===== config.mk =====
export PLATFORM = sky130hd
export DESIGN_NAME = pi_bus_arbiter
export DESIGN_NICKNAME = d
export VERILOG_FILES = /design/src/rtl/pi_bus_arbiter.sv
export SDC_FILE = /design/constraint.sdc
export NUM_CORES = 1
export LEC_CHECK = 0
export CORE_MARGIN = 2
export CORE_UTILIZATION = 35
export CTS_BUF_LIST = sky130_fd_sc_hd__clkbuf_8
export CTS_CLUSTER_DIAMETER = 80
export DETAILED_ROUTE_END_ITERATION = 10
export PLACE_DENSITY = 0.73
export SLEW_MARGIN = 10
export SYNTH_ARGS = -nofsm -noshare
export SYNTH_HDL_FRONTEND = slang
export SYNTH_SLANG_ARGS = --single-unit

===== constraint.sdc =====
create_clock -name clk -period 2.6 [get_ports clk]
set_clock_uncertainty 0.15 [all_clocks]
set_input_delay 0.52 -clock clk [delete_from_list [all_inputs] [get_ports clk]]
set_output_delay 0.52 -clock clk [all_outputs]
set_load 0.005 [all_outputs]

===== src/rtl/pi_bus_arbiter.sv =====
// pi_bus_arbiter: time-slices the 17-bit RAM bus between the Pi bridge and the
// 6502 over a fixed frame. The first half of each frame is the Pi slot and the
// second half is the CPU slot. This block also generates phi2 and every RAM strobe.
// All strobes are registered from the next-count value, so each output is
// aligned with the count value that the frame counter holds in the same clock.
`timescale 1ns/1ps

module pi_bus_arbiter #(
    parameter int FRAME_LEN   = 16,
    parameter int PI_SLOT_END = 7
) (
    input  logic        clk,
    input  logic        reset_n,
    input  logic        pi_pending,
    input  logic [16:0] pi_addr,
    input  logic [7:0]  pi_data_out,
    input  logic        pi_rw_b,
    output logic        pi_done,
    output logic [7:0]  pi_data_in,
    input  logic [15:0] cpu_addr,
    input  logic        cpu_rw_b,
    output logic        phi2,
    output logic        cpu_be,
    output logic [16:0] ram_addr,
    input  logic [7:0]  ram_data_i,
    output logic [7:0]  ram_data_o,
    output logic        ram_data_oe,
    output logic        ram_oe_n,
    output logic        ram_we_n
);

    localparam int CW = $clog2(FRAME_LEN);

    localparam logic [CW-1:0] CNT_LAST     = CW'(FRAME_LEN - 1);
    localparam logic [CW-1:0] SLOT_END     = CW'(PI_SLOT_END);
    localparam logic [CW-1:0] PI_OE_FIRST  = CW'(2);
    localparam logic [CW-1:0] PI_OE_LAST   = CW'(PI_SLOT_END - 1);
    localparam logic [CW-1:0] PI_WE_FIRST  = CW'(3);
    localparam logic [CW-1:0] PI_WE_LAST   = CW'(PI_SLOT_END - 2);
    localparam logic [CW-1:0] CPU_OE_FIRST = CW'(PI_SLOT_END + 2);
    localparam logic [CW-1:0] CPU_WE_FIRST = CW'(PI_SLOT_END + 3);
    localparam logic [CW-1:0] CPU_WE_LAST  = CW'(FRAME_LEN - 2);

    localparam logic [1:0] ST_IDLE   = 2'd0;
    localparam logic [1:0] ST_ACCESS = 2'd1;
    localparam logic [1:0] ST_DONE   = 2'd2;

    logic [CW-1:0] count, count_nxt;
    logic [1:0]    sync_q;
    logic          pend_s;
    logic [1:0]    state, state_nxt;
    logic          done_nxt;
    logic [16:0]   lat_addr, lat_addr_nxt;
    logic [7:0]    lat_data, lat_data_nxt;
    logic          lat_rw, lat_rw_nxt;
    logic [16:0]   addr_nxt;
    logic [7:0]    data_o_nxt;
    logic          data_oe_nxt, oe_n_nxt, we_n_nxt;

    assign pend_s = sync_q[1];

    // Frame counter advance and Pi request state machine.
    // NOTE: every combinational output gets a default first so no path leaves it unassigned (no latch).
    always_comb begin
        count_nxt    = (count == CNT_LAST) ? '0 : count + CW'(1);
        state_nxt    = state;
        done_nxt     = pi_done;
        lat_addr_nxt = lat_addr;
        lat_data_nxt = lat_data;
        lat_rw_nxt   = lat_rw;
        case (state)
            ST_IDLE: begin
                if (count == '0 && pend_s && !pi_done) begin
                    state_nxt    = ST_ACCESS;
                    lat_addr_nxt = pi_addr;
                    lat_data_nxt = pi_data_out;
                    lat_rw_nxt   = pi_rw_b;
                end
            end
            ST_ACCESS: begin
                // The access always runs to the end of the slot; a dropped
                // request only suppresses the done handshake.
                if (count == SLOT_END) begin
                    if (pend_s) begin
                        state_nxt = ST_DONE;
                        done_nxt  = 1'b1;
                    end else begin
                        state_nxt = ST_IDLE;
                    end
                end
            end
            ST_DONE: begin
                if (!pend_s) begin
                    state_nxt = ST_IDLE;
                    done_nxt  = 1'b0;
                end
            end
            default: begin
                state_nxt = ST_IDLE;
                done_nxt  = 1'b0;
            end
        endcase
    end

    // RAM strobe decode for the count about to be entered; Pi slot first, CPU slot otherwise.
    always_comb begin
        addr_nxt    = ram_addr;
        data_o_nxt  = ram_data_o;
        data_oe_nxt = 1'b0;
        oe_n_nxt    = 1'b1;
        we_n_nxt    = 1'b1;
        if (state_nxt == ST_ACCESS) begin
            // ACCESS is only ever occupied over counts 1..PI_SLOT_END.
            addr_nxt = lat_addr_nxt;
            if (lat_rw_nxt) begin
                oe_n_nxt = !(count_nxt >= PI_OE_FIRST && count_nxt <= PI_OE_LAST);
            end else begin
                data_oe_nxt = 1'b1;
                data_o_nxt  = lat_data_nxt;
                we_n_nxt    = !(count_nxt >= PI_WE_FIRST && count_nxt <= PI_WE_LAST);
            end
        end else if (count_nxt > SLOT_END) begin
            addr_nxt = {1'b0, cpu_addr};
            if (cpu_rw_b) begin
                oe_n_nxt = !(count_nxt >= CPU_OE_FIRST);
            end else begin
                we_n_nxt = !(count_nxt >= CPU_WE_FIRST && count_nxt <= CPU_WE_LAST);
            end
        end
    end

    // Frame counter, request synchronizer, FSM and latched Pi request.
    // NOTE: sequential state uses non-blocking assignments so all registers update from pre-edge values.
    always_ff @(posedge clk or negedge reset_n) begin
        if (!reset_n) begin
            count    <= '0;
            sync_q   <= 2'b00;
            state    <= ST_IDLE;
            pi_done  <= 1'b0;
            lat_addr <= '0;
            lat_data <= '0;
            lat_rw   <= 1'b1;
        end else begin
            count    <= count_nxt;
            sync_q   <= {sync_q[0], pi_pending};
            state    <= state_nxt;
            pi_done  <= done_nxt;
            lat_addr <= lat_addr_nxt;
            lat_data <= lat_data_nxt;
            lat_rw   <= lat_rw_nxt;
        end
    end

    // Registered bus outputs: phi2/cpu_be and RAM strobes aligned with count.
    always_ff @(posedge clk or negedge reset_n) begin
        if (!reset_n) begin
            phi2        <= 1'b0;
            cpu_be      <= 1'b0;
            ram_addr    <= '0;
            ram_data_o  <= '0;
            ram_data_oe <= 1'b0;
            ram_oe_n    <= 1'b1;
            ram_we_n    <= 1'b1;
        end else begin
            phi2        <= (count_nxt > SLOT_END);
            cpu_be      <= (count_nxt > SLOT_END);
            ram_addr    <= addr_nxt;
            ram_data_o  <= data_o_nxt;
            ram_data_oe <= data_oe_nxt;
            ram_oe_n    <= oe_n_nxt;
            ram_we_n    <= we_n_nxt;
        end
    end

    // Pi read data capture on the last edge of the read strobe; held until the next Pi read.
    always_ff @(posedge clk or negedge reset_n) begin
        if (!reset_n) begin
            pi_data_in <= '0;
        end else if (state == ST_ACCESS && lat_rw && count == PI_OE_LAST) begin
            pi_data_in <= ram_data_i;
        end
    end

endmodule


==> flow_summary.yaml <==
yosys:
  async_flop_share_pct: 100
  synth_ff_type: "dfrtp_1"
  synth_nets: 265
  yosysTopAreaCell: "dfrtp_1"
  synth_warnings: 0
  syn_area_um2: 3060
  netlist_instances: 205
  avgSynthCellArea_um2: 14.9
  synth.distinct_cells: 36
  yosys.area.top_type_share_pct: 55.6
  ys_ff_latch: 71
  synthTopCellsByArea: "dfrtp_1 56%, mux2_2 15%, mux2_1 9.2%, mux2_4 3.9%, dfstp_2 2.6%"
  synth.yosys.seq_area_share_pct: 58.2
  synth_edf_count: 0
clock_tree:
  cts_made_buffers: 9
  cts_tree: "done"
  cts_resized: 0
  cts_num_sinks: 71
  clk_latency_ns: 0.33
  clk_pin_slew_ns: 0.07
  cts_max_level: 3
  post_cts_buffers: 0
  clockBufferDepth: 2
  cts_root_buffer: "clkbuf_8"
  cts_hold_buf: 0
die:
  die-area_um2: 9500
  die_w_um: 97.5
  core_um2: 8590
  top_level_ports: 93
  num_rows: 34
  initial_utilization_pct: 35.6
  die_y_um: 97.5
routing:
  wirelength_um: 6300
  antenna_left: 0
  viasPerCell: 4.72
  wire_per_inst_um: 15.1
  vias: 1971
  first_pass_iters: 4
  drt-initial-drc-count: 57
  drc_errors: 0
pwr:
  p_leak_nw: 1.85
  total_power_mw: 2.54
  power.density_nw_per_um2: 594
  max-vdd-ir-drop_uv: 318
critical_path:
  cp_top_family: "multiplexers"
  worst-path-buf-inv: 2
  worstSetupPathType: "register to register"
  crit_chain: "inv_1 > ha_1 > and4bb_1 > nand2_1 > buf_4 > mux2_2 > mux2_1"
  end_kind: "register"
  crit_fanout: 16
  cp-start-kind: "register"
  cp_data_arrival_time_ns: 2.48
  slowest_delay_ns: 0.45
  cpMaxStageDelayCell: "dfrtp_1"
  required_ns: 2.67
grt:
  grt-ovfl-total: 0
  grt_pass1_wl_um: 10800
  first_global_vias: 2199
  grt.busiest_layer: "met2"
  grtUsageMet2_pct: 23.1
  met3_usage_pct: 4.96
  use_met1_pct: 18.0
  track_usage_pct: 14.3
  antenna_found_initial: 0
  grt_max_degree: 72
place:
  io_buffers: 92
  gp_congestion: 0.783
  post-dp-hpwl_um: 4480
  place_ws_ns: 0.189
flow_run:
  drv_cap: 0
sta:
  fmaxAchievable_mhz: 415
  rsz0062_at_grt: "no"
  whs_ns: 0.135
  drv_slew: 0
  hold_violations: 0
  post-route-period-util_pct: 92.8
  totalNegativeSetupSlack_ns: 0
  worst_slack_ns: 0.188
  worstMarginPinSlew_ns: 0.868
  setup_viol: 0
  relSlewSlack_pct: 42.1
  period_needed_ns: 2.41
cells_and_area:
  syn_to_final_growth_pct: 39.5
  antenna_cells: 0
  final_nets: 365
  finish.utilization_pct: 49.7
  drive_above_1_share_pct: 25.5
worst_hold_path:
  hold_path.class: "primary input to async pin"
outcome:
  status: "complete, no violations"
==> placed cells by master, fill, tap and decap left out, drive strengths merged, types with 3 or more instances in the layout <==
cell	Yosys	final
dfrtp	68	68
clkbuf	0	10
ha	6	6
dfstp	3	3
o21ai	3	3
buf	9	7
clkdlybuf4s50	0	91
nand2	7	7
clkinv	0	5
inv	9	9
mux2	74	74
==> final timing paths <==
| check | startpoint | end | slack [ns] | cells after the start |
|---|---|---|---|---|
| hold reg to reg | sync_q[0] | sync_q[1] | 0.21 | 0 |
| min in group clk | sync_q[0] | sync_q[1] | 0.21 | 0 |
| max in group asynchronous | reset_n | state[0] | 1.58 | 1 |
| hold / removal | reset_n | lat_addr[1] | 0.14 | 1 |
| setup reg to reg | count[1] | ram_data_o[1] | 0.19 | 7 |
| setup / recovery | count[1] | ram_data_o[1] | 0.19 | 7 |
==> where the power goes <==
| group | internal [mW] | switching [mW] |
|---|---|---|
| combinational | 0.332 | 0.147 |
| sequential | 1.24 | 0.0553 |
| clock | 0.367 | 0.394 |
==> cells in the mapped netlist, types with 3 or more instances <==
| library cell | n |
|---|---|
| mux2_4 | 8 |
| nand2_1 | 6 |
| o21ai_0 | 3 |
| mux2_2 | 41 |
| buf_4 | 3 |
| mux2_1 | 25 |
| dfrtp_1 | 68 |
| ha_1 | 6 |
| buf_2 | 4 |
| dfstp_2 | 3 |
| inv_1 | 7 |
==> layer usage <==
layer | vias up | routed length, µm
met1 | 970 | 2820
met5 | - | 0
met3 | 8 | 398
li1 | 927 | -
met4 | 0 | 73
met2 | 66 | 3010
==> through the flow <==
step           instances  area (µm²)
3_5_place_dp         402        4090
3_3_place_gp         402        4090
5_1_grt              418        4270
2_1_floorplan        205        3060
6_report             418        4270
4_1_cts              418        4270
==> flip-flops by register name, summed over array words and instances, names as in the netlist <==
register	cells
lat_data	8
ram_we_n	1
ram_oe_n	1
ram_addr	17
pi_data_in	8
pi_done	1
lat_addr	17
state	2
ram_data_oe	1
count	4
lat_rw	1
sync_q	2
ram_data_o	8
==> area by class of cell <==
cell class	instances	area, µm²
fill	749	4330
multi-input combinational	116	1180
tap	108	135
timing repair buffer	98	963
clock buffer	10	138
sequential	71	1780
inverter	9	33.8
clock inverter	6	36.3
==> cell families after synthesis <==
logic type                 synth area share, %
muxes                                     28.2
DFF                                       58.2
and+or+nand+nor                           4.09
buffers and inverters                     3.23
AOI/OAI and AO/OA                         3.52
adders and majority gates                 2.45
xor gates and xnor gates                 0.286
Power figures use the tool's default switching activity.
